### src/rtl/cache_pkg.sv
// Shared types and default sizing for the cache refill arbiter slice.
package cache_pkg;

    localparam int DEF_ADDR_W     = 32;
    localparam int DEF_DATA_W     = 32;
    localparam int DEF_LINE_WORDS = 4;

    localparam int LINE_W = DEF_LINE_WORDS * DEF_DATA_W;
    localparam int OFF_W  = $clog2(DEF_LINE_WORDS);

    // Clears the word-offset and byte-offset bits of a byte address.
    localparam logic [DEF_ADDR_W-1:0] LINE_MASK = ~((DEF_ADDR_W)'((DEF_LINE_WORDS * 4) - 1));

    typedef enum logic [2:0] {
        IDLE,
        I_RD,
        D_WR,
        D_RD,
        I_DONE,
        D_DONE
    } state_t;

endpackage

### src/rtl/cache_refill_arbiter_if.sv
// Word-wide memory bus between the refill arbiter (master) and main memory (slave).
interface cache_refill_arbiter_if
    import cache_pkg::*;
#(
    parameter int ADDR_W = DEF_ADDR_W,
    parameter int DATA_W = DEF_DATA_W
);
    logic              MemReq;
    logic              MemWe;
    logic [ADDR_W-1:0] MemAddr;
    logic [DATA_W-1:0] MemWData;
    logic [DATA_W-1:0] MemRData;
    logic              MemAck;

    modport master (
        output MemReq, MemWe, MemAddr, MemWData,
        input  MemRData, MemAck
    );

    modport slave (
        input  MemReq, MemWe, MemAddr, MemWData,
        output MemRData, MemAck
    );

endinterface

### src/rtl/cache_refill_arbiter_mem_burst_ctr.sv
// Word index within a line burst; advances on each accepted word and wraps after the last.
module mem_burst_ctr #(
    parameter int LINE_WORDS = 4,
    localparam int CW = $clog2(LINE_WORDS)
) (
    input  logic          clk,
    input  logic          rst_n,
    input  logic          start,
    input  logic          adv,
    output logic [CW-1:0] cnt,
    output logic          last
);

    assign last = (cnt == CW'(LINE_WORDS - 1));

    always_ff @(posedge clk or negedge rst_n) begin
        if (!rst_n) begin
            cnt <= '0;
        end else if (start) begin
            cnt <= '0;
        end else if (adv) begin
            cnt <= last ? '0 : cnt + 1'b1;
        end
    end

endmodule

### src/rtl/cache_refill_arbiter.sv
// Arbitrates ICache/DCache line refills onto one memory word port,
// running a DCache dirty-victim writeback burst ahead of its refill.
module cache_refill_arbiter
    import cache_pkg::*;
#(
    parameter int ADDR_W     = DEF_ADDR_W,
    parameter int DATA_W     = DEF_DATA_W,
    parameter int LINE_WORDS = DEF_LINE_WORDS
) (
    input  logic                         clk,
    input  logic                         CpuRstN,
    input  logic                         IReq,
    input  logic [ADDR_W-1:0]            IAddr,
    output logic [LINE_WORDS*DATA_W-1:0] ILine,
    output logic                         IDone,
    input  logic                         DReq,
    input  logic [ADDR_W-1:0]            DAddr,
    input  logic                         DWbEn,
    input  logic [ADDR_W-1:0]            DWbAddr,
    input  logic [LINE_WORDS*DATA_W-1:0] DWbLine,
    output logic [LINE_WORDS*DATA_W-1:0] DLine,
    output logic                         DDone,
    cache_refill_arbiter_if.master       mem,
    output logic                         ICacheMiss,
    output logic                         DCacheMiss
);

    localparam int OW   = $clog2(LINE_WORDS);
    localparam int LA_W = ADDR_W - OW - 2;
    localparam int LW   = LINE_WORDS * DATA_W;

    state_t            state, next_state;
    logic              ptr_d, ptr_d_next;
    logic              grant_i, grant_d;
    logic              in_burst, accept;
    logic [OW-1:0]     cnt;
    logic              last;
    logic [LA_W-1:0]   i_line_addr, d_line_addr, wb_line_addr, cur_line_addr;
    logic [LW-1:0]     wb_line;

    // Offset bits of the incoming addresses are irrelevant to a line burst.
    logic unused_offset_bits;
    assign unused_offset_bits = ^{IAddr[OW+1:0], DAddr[OW+1:0], DWbAddr[OW+1:0]};

    assign in_burst = (state == I_RD) || (state == D_WR) || (state == D_RD);
    assign accept   = in_burst && mem.MemAck;

    mem_burst_ctr #(.LINE_WORDS(LINE_WORDS)) u_burst_ctr (
        .clk   (clk),
        .rst_n (CpuRstN),
        .start (grant_i | grant_d),
        .adv   (accept),
        .cnt   (cnt),
        .last  (last)
    );

    // Grant decision and burst sequencing; ptr_d set means D wins a tie.
    always_comb begin
        next_state = state;
        ptr_d_next = ptr_d;
        grant_i    = 1'b0;
        grant_d    = 1'b0;
        case (state)
            IDLE: begin
                if (IReq && (!DReq || !ptr_d)) begin
                    grant_i    = 1'b1;
                    next_state = I_RD;
                    ptr_d_next = 1'b1;
                end else if (DReq) begin
                    grant_d    = 1'b1;
                    next_state = DWbEn ? D_WR : D_RD;
                    ptr_d_next = 1'b0;
                end
            end
            I_RD:    if (accept && last) next_state = I_DONE;
            D_WR:    if (accept && last) next_state = D_RD;
            D_RD:    if (accept && last) next_state = D_DONE;
            I_DONE:  next_state = IDLE;
            D_DONE:  next_state = IDLE;
            default: next_state = IDLE;
        endcase
    end

    always_comb begin
        cur_line_addr = '0;
        case (state)
            I_RD:    cur_line_addr = i_line_addr;
            D_WR:    cur_line_addr = wb_line_addr;
            D_RD:    cur_line_addr = d_line_addr;
            default: cur_line_addr = '0;
        endcase
    end

    assign mem.MemReq   = in_burst;
    assign mem.MemWe    = (state == D_WR);
    assign mem.MemAddr  = in_burst ? {cur_line_addr, cnt, 2'b00} : '0;
    assign mem.MemWData = (state == D_WR) ? wb_line[cnt*DATA_W +: DATA_W] : '0;

    assign IDone      = (state == I_DONE);
    assign DDone      = (state == D_DONE);
    assign ICacheMiss = IReq & ~IDone;
    assign DCacheMiss = DReq & ~DDone;

    // Request context is captured at grant so requesters may change inputs mid-burst.
    always_ff @(posedge clk or negedge CpuRstN) begin
        if (!CpuRstN) begin
            state        <= IDLE;
            ptr_d        <= 1'b1;
            i_line_addr  <= '0;
            d_line_addr  <= '0;
            wb_line_addr <= '0;
            wb_line      <= '0;
            ILine        <= '0;
            DLine        <= '0;
        end else begin
            state <= next_state;
            ptr_d <= ptr_d_next;
            if (grant_i) begin
                i_line_addr <= IAddr[ADDR_W-1:OW+2];
            end
            if (grant_d) begin
                d_line_addr  <= DAddr[ADDR_W-1:OW+2];
                wb_line_addr <= DWbAddr[ADDR_W-1:OW+2];
                wb_line      <= DWbLine;
            end
            if ((state == I_RD) && accept) begin
                ILine[cnt*DATA_W +: DATA_W] <= mem.MemRData;
            end
            if ((state == D_RD) && accept) begin
                DLine[cnt*DATA_W +: DATA_W] <= mem.MemRData;
            end
        end
    end

endmodule

### src/flat_wrapper.sv
// flat-port wrapper written by rule: the top's interface ports become plain ports
module cache_refill_arbiter_flat import cache_pkg::*;
#(
    parameter int ADDR_W     = DEF_ADDR_W,
    parameter int DATA_W     = DEF_DATA_W,
    parameter int LINE_WORDS = DEF_LINE_WORDS
)
  (clk, CpuRstN, IReq, IAddr, ILine, IDone, DReq, DAddr, DWbEn, DWbAddr, DWbLine, DLine, DDone, ICacheMiss, DCacheMiss, mem_MemReq, mem_MemWe, mem_MemAddr, mem_MemWData, mem_MemRData, mem_MemAck);
  cache_refill_arbiter_if #(.ADDR_W(ADDR_W), .DATA_W(DATA_W)) mem_i ();
  input  logic clk;
  input  logic CpuRstN;
  input  logic IReq;
  input  logic [ADDR_W-1:0] IAddr;
  output logic [LINE_WORDS*DATA_W-1:0] ILine;
  output logic IDone;
  input  logic DReq;
  input  logic [ADDR_W-1:0] DAddr;
  input  logic DWbEn;
  input  logic [ADDR_W-1:0] DWbAddr;
  input  logic [LINE_WORDS*DATA_W-1:0] DWbLine;
  output logic [LINE_WORDS*DATA_W-1:0] DLine;
  output logic DDone;
  output logic ICacheMiss;
  output logic DCacheMiss;
  output wire logic [$bits(mem_i.MemReq)-1:0] mem_MemReq;
  output wire logic [$bits(mem_i.MemWe)-1:0] mem_MemWe;
  output wire logic [$bits(mem_i.MemAddr)-1:0] mem_MemAddr;
  output wire logic [$bits(mem_i.MemWData)-1:0] mem_MemWData;
  input wire logic [$bits(mem_i.MemRData)-1:0] mem_MemRData;
  input wire logic [$bits(mem_i.MemAck)-1:0] mem_MemAck;
  assign mem_MemReq = mem_i.MemReq;
  assign mem_MemWe = mem_i.MemWe;
  assign mem_MemAddr = mem_i.MemAddr;
  assign mem_MemWData = mem_i.MemWData;
  assign mem_i.MemRData = mem_MemRData;
  assign mem_i.MemAck = mem_MemAck;
  cache_refill_arbiter #(.ADDR_W(ADDR_W), .DATA_W(DATA_W), .LINE_WORDS(LINE_WORDS)) u_core (.clk(clk), .CpuRstN(CpuRstN), .IReq(IReq), .IAddr(IAddr), .ILine(ILine), .IDone(IDone), .DReq(DReq), .DAddr(DAddr), .DWbEn(DWbEn), .DWbAddr(DWbAddr), .DWbLine(DWbLine), .DLine(DLine), .DDone(DDone), .mem(mem_i), .ICacheMiss(ICacheMiss), .DCacheMiss(DCacheMiss));
endmodule
### config.mk
export PLATFORM = sky130hd
export DESIGN_NAME = cache_refill_arbiter_flat
export DESIGN_NICKNAME = d
export VERILOG_FILES = /design/src/rtl/cache_pkg.sv /design/src/rtl/cache_refill_arbiter_if.sv /design/src/rtl/cache_refill_arbiter_mem_burst_ctr.sv /design/src/rtl/cache_refill_arbiter.sv /design/src/flat_wrapper.sv
export SDC_FILE = /design/constraint.sdc
export NUM_CORES = 1
export LEC_CHECK = 0
export ABC_CLOCK_PERIOD_IN_PS = 6700
export BUFFER_PORTS_ARGS = -buffer_cell sky130_fd_sc_hd__buf_2
export CAP_MARGIN = 5
export CORE_AREA = 2 2 230 232
export CTS_BUF_LIST = sky130_fd_sc_hd__clkbuf_8
export CTS_CLUSTER_SIZE = 30
export DETAILED_ROUTE_END_ITERATION = 10
export DIE_AREA = 0 0 232 234
export GPL_TIMING_DRIVEN = 0
export PLACE_DENSITY_LB_ADDON = 0.15
export REMOVE_ABC_BUFFERS = 1
export SETUP_SLACK_MARGIN = 0.1
export SLEW_MARGIN = 25
export SYNTH_ARGS = -nofsm -noshare
export SYNTH_HDL_FRONTEND = slang
export SYNTH_SLANG_ARGS = --single-unit
### constraint.sdc
create_clock -name clk -period 6.7 [get_ports clk]
set_input_delay 0 -clock clk [delete_from_list [all_inputs] [get_ports clk]]
set_output_delay 0 -clock clk [all_outputs]
set_load 0.01 [all_outputs]
==> results.ini, run 1 <==
[run_status]
status=finished, final reports clean

[finish]
final_cell_mix=buf_2 (572), dfrtp_1 (468), nand2_1 (391), dlygate4sd3_1 (253), o21ai_0 (228)
fillCellCount=4510
fin_nets=2743
drive_gt1_share_pct=39.9
fin_util_pct=54.1
area_delta_synth_final_pct=39.6
final_common_cell=buf_2

[synth]
netlist_top_cells_area=dfrtp_1 (59%), mux2_4 (12%), nand2_1 (7.3%)
seq_area_frac_synth_pct=58.8
yosys_warnings=0
synth_top_area_share_pct=58.6
synth_area_leader_cell=dfrtp_1
ys_types=37
synthCells=1651
ys_ff_latch=474
syn_area_sq_mm=0.0202
syn_area_per_cell_sq_um=12.2

[route]
vias_per_cell=4.85
first_pass_iters=5
drt_iter0_markers=932
wirelength_um=63600
routed-via-count=15700
antenna_left=0
routedWlPerCell_um=19.7
drc=0

[setup_path]
crit_fanout=64
path_class=reg -> reg
endpoint_kind=register
required_ns=7.24
cp.arrival_ns=3.58
start_kind=register
worstSetupStartpoint=u_core.state[1]
r2r-start=u_core.state[1]

[floorplanning]
coreArea_sq_mm=0.0520
dieArea_sq_mm=0.0543
start_util_pct=38.8
rows=84
io_pins=588
die_y_um=234
die_w_um=232

[sta]
finalMaxSlewViolations=0
fin_worst_skew_ns=0.0368
slew_headroom_pct=48.4
hold_violations=0
setup_tns_ns=0
fmax_mhz=329
fin_crit_sh_pct=45.4
worstMarginPinSlew_ns=0.774
setup_violations=0
period_needed_ns=3.04
grt_setup_unrepaired=false

[grt]
grt_overflow=0
first_global_vias=16500
grt_pass1_wl_um=97400
grt_max_degree=92
antenna_found_initial=8
grt_usage_pct=23.2

[pwr]
switching_share_pct=35.6
combPwrFrac_pct=39.2
pwr-share-clk_pct=21.2
pwr-share-seq_pct=39.6
vdd_ir_drop_max_v=0.000220
p_leak_nw=14.6
intPower_w=0.00792
power.switching_w=0.00438
p_per_area_mw_per_mm2=437

[clock_network]
clkSinkCount=474
cts_tree=built
path_clk_slew_ns=0.06
cts-root-buf=clkbuf_8
clk-insertion-delay-late_ns=0.67
h-tree-depth=3
clk_path_buf_depth=3
cts_inserted_buffers=83

[worst_hold_path]
holdCritStartpoint=DWbLine[82]
hp-class=in -> reg

[placed_design]
globalplace.congestion=0.883
hpwl_um=43100
port_buffers=573

[flow_run]
drv_cap=0

flip-flops by register name, indices dropped and copies added (netlist names):
| register | flops |
|---|---|
| u_core.i_line_addr | 28 |
| u_core.state | 3 |
| u_core.ptr_d | 1 |
| u_core.wb_line_addr | 28 |
| u_core.wb_line | 128 |
| u_core.ILine | 128 |
| u_core.d_line_addr | 28 |
| u_core.u_burst_ctr.cnt | 2 |
| u_core.DLine | 128 |
final timing paths:
| path | to | slack (ns) | cells after the start |
|---|---|---|---|
| setup / recovery | u_core.wb_line[127] | 3.66 | 7 |
| min in group asynchronous | u_core.ILine[99] | 0.40 | 4 |
| max in group asynchronous | u_core.u_burst_ctr.cnt[1] | 4.87 | 6 |
| hold reg to reg | u_core.ILine[18] | 0.47 | 2 |
| hold / removal | u_core.wb_line[82] | 0.1 | 3 |
| setup reg to reg | u_core.wb_line[127] | 3.66 | 7 |
routing by layer:
| metal | share of wire [%] | wire length, um | global-route usage (%) |
|---|---|---|---|
| met5 | 0.038 | 24 | 0 |
| met4 | 2.1 | 1360 | 7.27 |
| met3 | 7.0 | 4480 | 6.59 |
| met2 | 50 | 31500 | 39.3 |
| met1 | 41 | 26200 | 28.9 |
power by group through the flow:
stage	Clock, W	Combinational (W)	Sequential (W)
6_report	0.00261	0.00482	0.00486
4_1_cts	0.00269	0.00488	0.00485
5_1_grt	0.00283	0.00527	0.00501
3_3_place_gp	0	0.00442	0.00495
3_5_place_dp	0	0.00475	0.00488
2_1_floorplan	0	0.00248	0.00503
worst max-delay path, stage by stage, from the launching register on:
cell	delay, ns
dfrtp_4	0.66
buf_16	0.30
nor3_4	0.11
nand2_8	0.20
buf_16	0.37
buf_16	0.41
buf_16	0.35
mux2_2	0.37
cells in the mapped netlist, drive strengths merged:
library cell / number
nor2b: 4
o21bai: 2
clkbuf: 47
nor2: 32
a31oi: 1
conb: 1
nor3b: 5
nor4bb: 1
a22oi: 29
ha: 6
or3: 1
a21oi: 3
o21ai: 257
nand2: 400
and3: 32
nand3: 2
a21boi: 1
mux2: 240
dfstp: 1
mux4: 32
inv: 4
and3b: 1
dfrtp: 473
and2: 2
buf: 70
nor3: 2
o21ba: 1
and4b: 1
final cells by class:
cell class / instances / area, sq um / share of cell area [%]
antenna: 6 / 15.0 / 0.0533
inverter: 4 / 15.0 / 0.0533
tap: 688 / 861 / 3.06
sequential: 474 / 11900 / 42.2
clock buffer: 100 / 1380 / 4.89
multi-input combinational: 1057 / 7780 / 27.6
timing repair buffer: 855 / 6000 / 21.3
clock inverter: 46 / 241 / 0.857
cells by family (layout without fill, tap and decap cells):
group / Yosys count / in the layout / synth area share [%]
multiplexers: 272 / 272 / 19.9
AND/OR/NAND/NOR: 483 / 483 / 9.92
flip-flops: 474 / 474 / 58.8
other: 1 / 8 / 0.0186
AO/OA/AOI/OAI: 294 / 294 / 7.72
adder cells (fa/ha/maj): 6 / 6 / 0.372
buffers and inverters: 121 / 1005 / 3.27
metrics by stage:
step / cell area [sq um] / total power [W] / hold WS [ns] / instances / setup slack, ns
after floorplan: 19500 / 0.00751 / -0.296 / 1535 / 1.32
after global placement: 23300 / 0.00937 / 0.232 / 2796 / -4.01
after detailed placement: 24000 / 0.00962 / -0.105 / 2824 / 3.65
after CTS: 28100 / 0.0124 / 0.0250 / 3224 / 3.64
after global routing: 28200 / 0.0131 / 0.0588 / 3230 / 3.52
final: 28200 / 0.0123 / 0.0997 / 3230 / 3.66
what timing repair did:
action                                 CTS  global route
resized for setup                        0             0
endpoints found under the hold margin  593             0
setup buffers                            0             0
hold buffers                           254             0
(Power assumes the default switching activity.)
==> run 2: changes to the inputs <==
- ABC_CLOCK_PERIOD_IN_PS: 6700 -> 2930
- clock period: 6.7 -> 2.93 ns (I/O delays scaled with it)
==> run 2 against run 1 <==
Net effect:
- final cell count barely moved
- first-iteration DRC count fell by 7.2%
- non-clock buffer count increased by 3
- fmax increased by 11%
==> results.ini, run 2 (synthesis gave the netlist of run 1 again) <==
[pwr]
p_per_area_mw_per_mm2=999  ; was 437 mW/mm^2
design_power_total_w=0.0282  ; was 0.0123 W
vdd_ir_drop_max_v=0.000502  ; was 0.000220 V
p_leak_nw=14.7  ; was 14.6 nW

[clock_network]
cts-root-buf=clkbuf_8  ; unchanged
clkSinkCount=474  ; unchanged
cts_inserted_buffers=83  ; unchanged
clk_path_buf_depth=3  ; unchanged
path_clk_slew_ns=0.06  ; about the same
clk-insertion-delay-late_ns=0.67  ; about the same
h-tree-depth=3  ; unchanged
cts_tree=built  ; unchanged

[worst_hold_path]
hp-class=in -> reg  ; unchanged
hold_depth=3  ; unchanged

[placed_design]
hpwl_um=43100  ; unchanged
globalplace.congestion=0.883  ; unchanged
port_buffers=573  ; unchanged

[floorplanning]
rows=84  ; unchanged
dieArea_sq_mm=0.0543  ; unchanged
coreArea_sq_mm=0.0520  ; unchanged
die_y_um=234  ; unchanged
die_w_um=232  ; unchanged
start_util_pct=38.8  ; unchanged
io_pins=588  ; unchanged

[sta]
grt_setup_unrepaired=false  ; unchanged
fmax_mhz=366  ; was 329 MHz
hold_violations=0  ; unchanged
fin_worst_skew_ns=0.0341  ; was 0.0368 ns
setup_tns_ns=0  ; unchanged
setup_violations=0  ; unchanged
worstMarginPinSlew_ns=0.768  ; was 0.774 ns
finalMaxSlewViolations=0  ; unchanged
period_needed_ns=2.73  ; was 3.04 ns
fin_crit_sh_pct=93.1  ; was 45.4%
timing.hold.ws_ns=0.0991  ; was 0.0997 ns
slew_headroom_pct=48.8  ; was 48.4%

[setup_path]
cp.arrival_ns=3.27  ; was 3.58 ns
cp_common_cell=buf_16  ; unchanged
crit_cells=7  ; unchanged
cp_cell_sequence=buf_16, nor3_4, nand2_8, buf_16, buf_16, buf_16, mux2_4  ; was buf_16, nor3_4, nand2_8, buf_16, buf_16, buf_16, mux2_2
path_delay_family=buffers and inverters  ; unchanged
crit_slowest_cell=dfrtp_4  ; unchanged
crit_buf_inv=4  ; unchanged
start_kind=register  ; unchanged
rr_worst_depth=7  ; unchanged
required_ns=3.47  ; was 7.24 ns
endpoint_kind=register  ; unchanged
path_class=reg -> reg  ; unchanged
critPathMaxStageDelay_ns=0.64  ; was 0.66 ns
crit_fanout=49  ; was 64

[finish]
final_common_cell=buf_2  ; unchanged
reg_top3=u_core.DLine: 128 flops, u_core.ILine: 128 flops, u_core.wb_line: 128 flops  ; unchanged
final_cell_mix=buf_2 (572), dfrtp_1 (468), nand2_1 (391), dlygate4sd3_1 (252), o21ai_0 (228)  ; was buf_2 (572), dfrtp_1 (468), nand2_1 (391), dlygate4sd3_1 (253), o21ai_0 (228)
fin_nets=2746  ; was 2743
area_delta_synth_final_pct=39.9  ; was 39.6%
drive_gt1_share_pct=40.0  ; was 39.9%

[flow_run]
drv_cap=0  ; unchanged

[grt]
grt_max_degree=92  ; unchanged
first_global_vias=16500  ; about the same
grt_pass1_wl_um=98300  ; was 97400 um
antenna_found_initial=6  ; was 8
grt_overflow=0  ; unchanged
grt_usage_pct=23.5  ; was 23.2%

[route]
antenna_left=0  ; unchanged
wirelength_um=64400  ; was 63600 um
routedWlPerCell_um=19.9  ; was 19.7 um
first_pass_iters=5  ; unchanged
vias_per_cell=4.85  ; about the same
drt_iter0_markers=865  ; was 932
drc=0  ; unchanged
routed-via-count=15700  ; about the same

[run_status]
status=finished, final reports clean  ; unchanged

==> run 2: final cells by class <==
type / instances / area [sq um]
well taps: 688 / 861
inverters: 4 / 15.0
clock inverters: 46 / 241
clock buffers: 100 / 1380
multi-input cells: 1057 / 7780
repair buffers: 858 / 6080
diodes: 4 / 10.0
flip-flops and latches: 474 / 11900
fillers: 4502 / 23800
==> run 2: timing repair <==
action | CTS | global route
endpoints found under the setup margin | 190 | 19
gates cloned | 2 | 0
endpoints found under the hold margin | 593 | 0
gates resized for setup | 1 | 0
buffers inserted | 1 | 1
hold buffers | 253 | 0
==> run 2: worst paths after layout <==
path | from | end | slack [ns]
worst min register to register | u_core.ILine[18] | u_core.ILine[18] | 0.47
max in group asynchronous | CpuRstN | u_core.state[1] | 1.10
worst max register to register | u_core.state[1] | u_core.wb_line[31] | 0.20
min in group asynchronous | CpuRstN | u_core.DLine[35] | 0.40
worst max-delay path | u_core.state[1] | u_core.wb_line[31] | 0.20
worst min-delay path | DWbLine[82] | u_core.wb_line[82] | 0.1
==> run 2: worst register-to-register path, stage by stage (launching register included) <==
cell and delay [ns]:
dfrtp_4 0.64, buf_16 0.27, nor3_4 0.32, nand2_8 0.23
buf_16 0.26, buf_16 0.25, buf_16 0.27, mux2_4 0.39
==> run 2: where the power goes <==
group | internal, W | switching, W | total (W)
sequential | 0.00935 | 0.00173 | 0.0111
combinational | 0.00560 | 0.00555 | 0.0112
clock | 0.00319 | 0.00279 | 0.00597
==> run 2: through the flow <==
stage,cells,instance area (sq um),setup slack (ns),utilization (%)
after CTS,3226,28200,0.131,54.3
final,3231,28200,0.201,54.3
after detailed placement,2824,24000,-0.123,46.1
after global placement,2796,23300,-7.78,44.7
after floorplan,1535,19500,-2.45,-
after global routing,3231,28200,0.106,54.3
==> run 2: per-layer routing <==
layer | wire (um) | up-vias | part of all wire (%) | global-route usage, %
li1 | - | 7332 | - | -
met1 | 26800 | 7725 | 42 | 29.4
met2 | 31700 | 523 | 49 | 39.6
met3 | 4470 | 101 | 6.9 | 6.59
met4 | 1420 | 4 | 2.2 | 7.35
met5 | 24 | - | 0.037 | 0
==> run 3: changes to the inputs <==
- ABC_AREA: default -> 1
- CORE_AREA: 2 2 230 232 -> 2 2 231 233
- DIE_AREA: 0 0 232 234 -> 0 0 233 235
- PLACE_DENSITY_LB_ADDON: 0.15 -> 0.25
==> run 3 against run 2 <==
Net effect:
- sequential power is 12% lower
- highest routed layer unchanged
- critical endpoint is now u_core.d_line_addr[22]
- critical path type unchanged
- area after synthesis is 2.7% higher
- count of clock-buffer cells in the layout stayed put
- largest cell class unchanged
- combinational power is 18% lower
- sequential cell count stayed put
- wire length is 12% higher
- critical path depth is 1 lower
==> results.ini, run 3 <==
[run_status]
status=finished, final reports clean  ; unchanged

[route]
met1_length_um=28800  ; was 26800 um
routed-wl-met3_um=5390  ; was 4470 um
wl_met2_um=35500  ; was 31700 um
drt_iter0_markers=1505  ; was 865
drc=0  ; unchanged
routed.top_layer=met5  ; unchanged
wirelength_um=72100  ; was 64400 um
antenna_left=0  ; unchanged
vias_per_cell=4.97  ; was 4.85
routedWlPerCell_um=17.8  ; was 19.9 um
routed-via-count=20200  ; was 15700
first_pass_iters=8  ; was 5

[placed_design]
place_area_sq_mm=0.0242  ; was 0.0240 sq mm
hpwl_um=45400  ; was 43100 um
globalplace.congestion=0.839  ; was 0.883
port_buffers=573  ; unchanged

[synth]
synth_edf_count=0  ; unchanged
synthSimpleGateAreaFrac_pct=23.7  ; was 9.92%
ys_types=28  ; was 37
async_flop_share_pct=100  ; unchanged
synth_xor_area_share_pct=0  ; unchanged
yosysMostFrequentCell=nand2_1  ; was dfrtp_1
ys_ff_latch=474  ; unchanged
synth_area_leader_cell=dfrtp_1  ; unchanged
seq_area_frac_synth_pct=57.2  ; was 58.8%
synth_top_cells_by_count=nand2_1 (865), dfrtp_1 (473), o21ai_1 (240)  ; was dfrtp_1 (473), nand2_1 (392), o21ai_0 (228)
synthMuxAreaShare_pct=0  ; was 19.9%
syn_area_sq_mm=0.0207  ; was 0.0202 sq mm
dominantRegCellSynth=dfrtp_1  ; unchanged
synth_top_family_by_area=simple AND/OR/NAND/NOR gates  ; was multiplexers
yosys_warnings=0  ; unchanged
synth_top_area_share_pct=57.1  ; was 58.6%
synthAdderAreaFrac_pct=0.362  ; was 0.372%
synth_compound_area_share_pct=9.97  ; was 7.72%
syn_area_per_cell_sq_um=8.32  ; was 12.2 sq um
synthCells=2492  ; was 1651
netlist_top_cells_area=dfrtp_1 (57%), nand2_1 (16%), o21ai_1 (5.8%)  ; was dfrtp_1 (59%), mux2_4 (12%), nand2_1 (7.3%)

[grt]
antenna_found_initial=4  ; was 6
first_global_vias=20300  ; was 16500
grt_pass1_wl_um=112000  ; was 98300 um
grt_max_degree=91  ; was 92
grt_usage_pct=26.1  ; was 23.5%
grt_overflow=0  ; unchanged

[sta]
fmax_mhz=379  ; was 366 MHz
slew_headroom_pct=45.8  ; was 48.8%
finalMaxSlewViolations=0  ; unchanged
hold_violations=0  ; unchanged
grt_setup_unrepaired=false  ; unchanged
worstMarginPinSlew_ns=0.810  ; was 0.768 ns
fin_worst_skew_ns=0.0203  ; was 0.0341 ns
setup_violations=0  ; unchanged
fin_crit_sh_pct=90.0  ; was 93.1%
timing.hold.ws_ns=0.106  ; was 0.0991 ns
period_needed_ns=2.64  ; was 2.73 ns

[finish]
final_common_cell=nand2_1  ; was buf_2
final_area_sq_mm=0.0287  ; was 0.0282 sq mm
reg_top3=u_core.DLine: 128 flops, u_core.ILine: 128 flops, u_core.wb_line: 128 flops  ; unchanged
final_cell_mix=nand2_1 (860), buf_2 (572), dfrtp_1 (471), dlygate4sd3_1 (273), inv_1 (256)  ; was buf_2 (572), dfrtp_1 (468), nand2_1 (391), dlygate4sd3_1 (252), o21ai_0 (228)
area_delta_synth_final_pct=38.5  ; was 39.9%
fin_util_pct=55.0  ; was 54.3%
fin_nets=3566  ; was 2746
drive_gt1_share_pct=22.6  ; was 40.0%

[clock_network]
h-tree-depth=3  ; unchanged
path_clk_slew_ns=0.06  ; about the same
clk_path_buf_depth=3  ; unchanged
clk-insertion-delay-late_ns=0.68  ; was 0.67 ns
clkSinkCount=474  ; unchanged
cts_tree=built  ; unchanged
cts_inserted_buffers=83  ; unchanged
cts-root-buf=clkbuf_8  ; unchanged

[setup_path]
cp.arrival_ns=3.24  ; was 3.27 ns
path_class=reg -> reg  ; unchanged
required_ns=3.53  ; was 3.47 ns
endpoint_kind=register  ; unchanged
cp_cell_sequence=nor2_4, nand2_2, inv_4, nand3_4, o21ai_0, dlygate4sd3_1  ; was buf_16, nor3_4, nand2_8, buf_16, buf_16, buf_16, mux2_4
critPathMaxStageDelay_ns=0.63  ; was 0.64 ns
start_kind=register  ; unchanged
crit_fanout=33  ; was 49
crit_slowest_cell=dlygate4sd3_1  ; was dfrtp_4

[pwr]
vdd_ir_drop_max_v=0.000511  ; was 0.000502 V
intPower_w=0.0153  ; was 0.0181 W
p_per_area_mw_per_mm2=874  ; was 999 mW/mm^2
p_leak_nw=15.9  ; was 14.7 nW
pwr-share-clk_pct=24.4  ; was 21.2%
pwr-share-seq_pct=39.1  ; was 39.3%
power.switching_w=0.00984  ; was 0.0101 W
combPwrFrac_pct=36.5  ; was 39.6%
switching_share_pct=39.2  ; was 35.7%

[floorplanning]
start_util_pct=39.7  ; was 38.8%
rows=84  ; unchanged
die_w_um=233  ; was 232 um
io_pins=588  ; unchanged
coreArea_sq_mm=0.0522  ; was 0.0520 sq mm
dieArea_sq_mm=0.0548  ; was 0.0543 sq mm
die_y_um=235  ; was 234 um

[flow_run]
drv_cap=0  ; unchanged

[worst_hold_path]
hp-class=in -> reg  ; unchanged

## run 3: timing repair
action                                  CTS  global route
gates resized for setup                   8             3
gates cloned                              1             0
setup buffers                             4             0
hold buffers                            274             0
pin swaps                                 4             0
endpoints found under the setup margin  372            31
hold endpoints to repair                784             0
## run 3: path summary, 6_finish.rpt
check	from	endpoint	slack, ns	depth (start not counted)
setup / recovery	u_core.state[0]	u_core.d_line_addr[22]	0.29	6
max in group asynchronous	CpuRstN	u_core.i_line_addr[11]	1.41	5
min in group asynchronous	CpuRstN	u_core.ILine[127]	0.56	4
hold reg to reg	u_core.ptr_d	u_core.ptr_d	0.47	2
hold / removal	IAddr[10]	u_core.i_line_addr[6]	0.11	4
setup reg to reg	u_core.state[0]	u_core.d_line_addr[22]	0.29	6
## run 3: critical path: cells and delay by family, from the launching register on
family | cells | cell delay, ns
and+or+nand+nor | 3 | 0.70
AOI/OAI and AO/OA | 1 | 0.37
DFF | 1 | 0.53
buffers and inverters | 2 | 0.97
## run 3: area by class of cell
type / count / area [sq um]
Fill cell: 4723 / 23500
Sequential cell: 474 / 11900
Multi-Input combinational cell: 1630 / 7150
Timing Repair Buffer: 875 / 6260
Clock buffer: 100 / 1380
Inverter: 234 / 897
Tap cell: 688 / 861
Clock inverter: 50 / 295
Antenna cell: 4 / 10.0
## run 3: kinds of logic (layout without fill, tap and decap cells)
family                   after synthesis  after routing
flip-flops                           474            474
adder cells (fa/ha/maj)                6              6
other                                  1              6
AO/OA/AOI/OAI                        413            413
AND/OR/NAND/NOR                     1208           1209
buffers and inverters                390           1259
## run 3: power by group through the flow
stage	registers, W	logic (W)	clock network (W)
finish	0.00982	0.00917	0.00612
floorplan	0.0100	0.00437	0
global route	0.0100	0.0102	0.00657
detailed placement	0.00990	0.00840	0
global placement	0.00994	0.00782	0
CTS	0.00977	0.00909	0.00626
## run 3: per-stage QoR
stage	setup TNS, ns	power (W)	cells	setup WS (ns)
2_1_floorplan	-452.02	0.0144	2337	-1.82
3_3_place_gp	-5370.68	0.0178	3598	-7.76
3_5_place_dp	-61.39	0.0183	3622	-0.672
4_1_cts	0	0.0251	4051	0.159
5_1_grt	0	0.0268	4054	0.117
6_report	0	0.0251	4055	0.294
## run 3: layer usage
layer / GRT usage [%] / vias to the layer above
met1: 32.2 / 9686
met4: 10.8 / 2
met2: 44.0 / 834
li1: - / 9473
met5: 0 / -
met3: 5.73 / 155
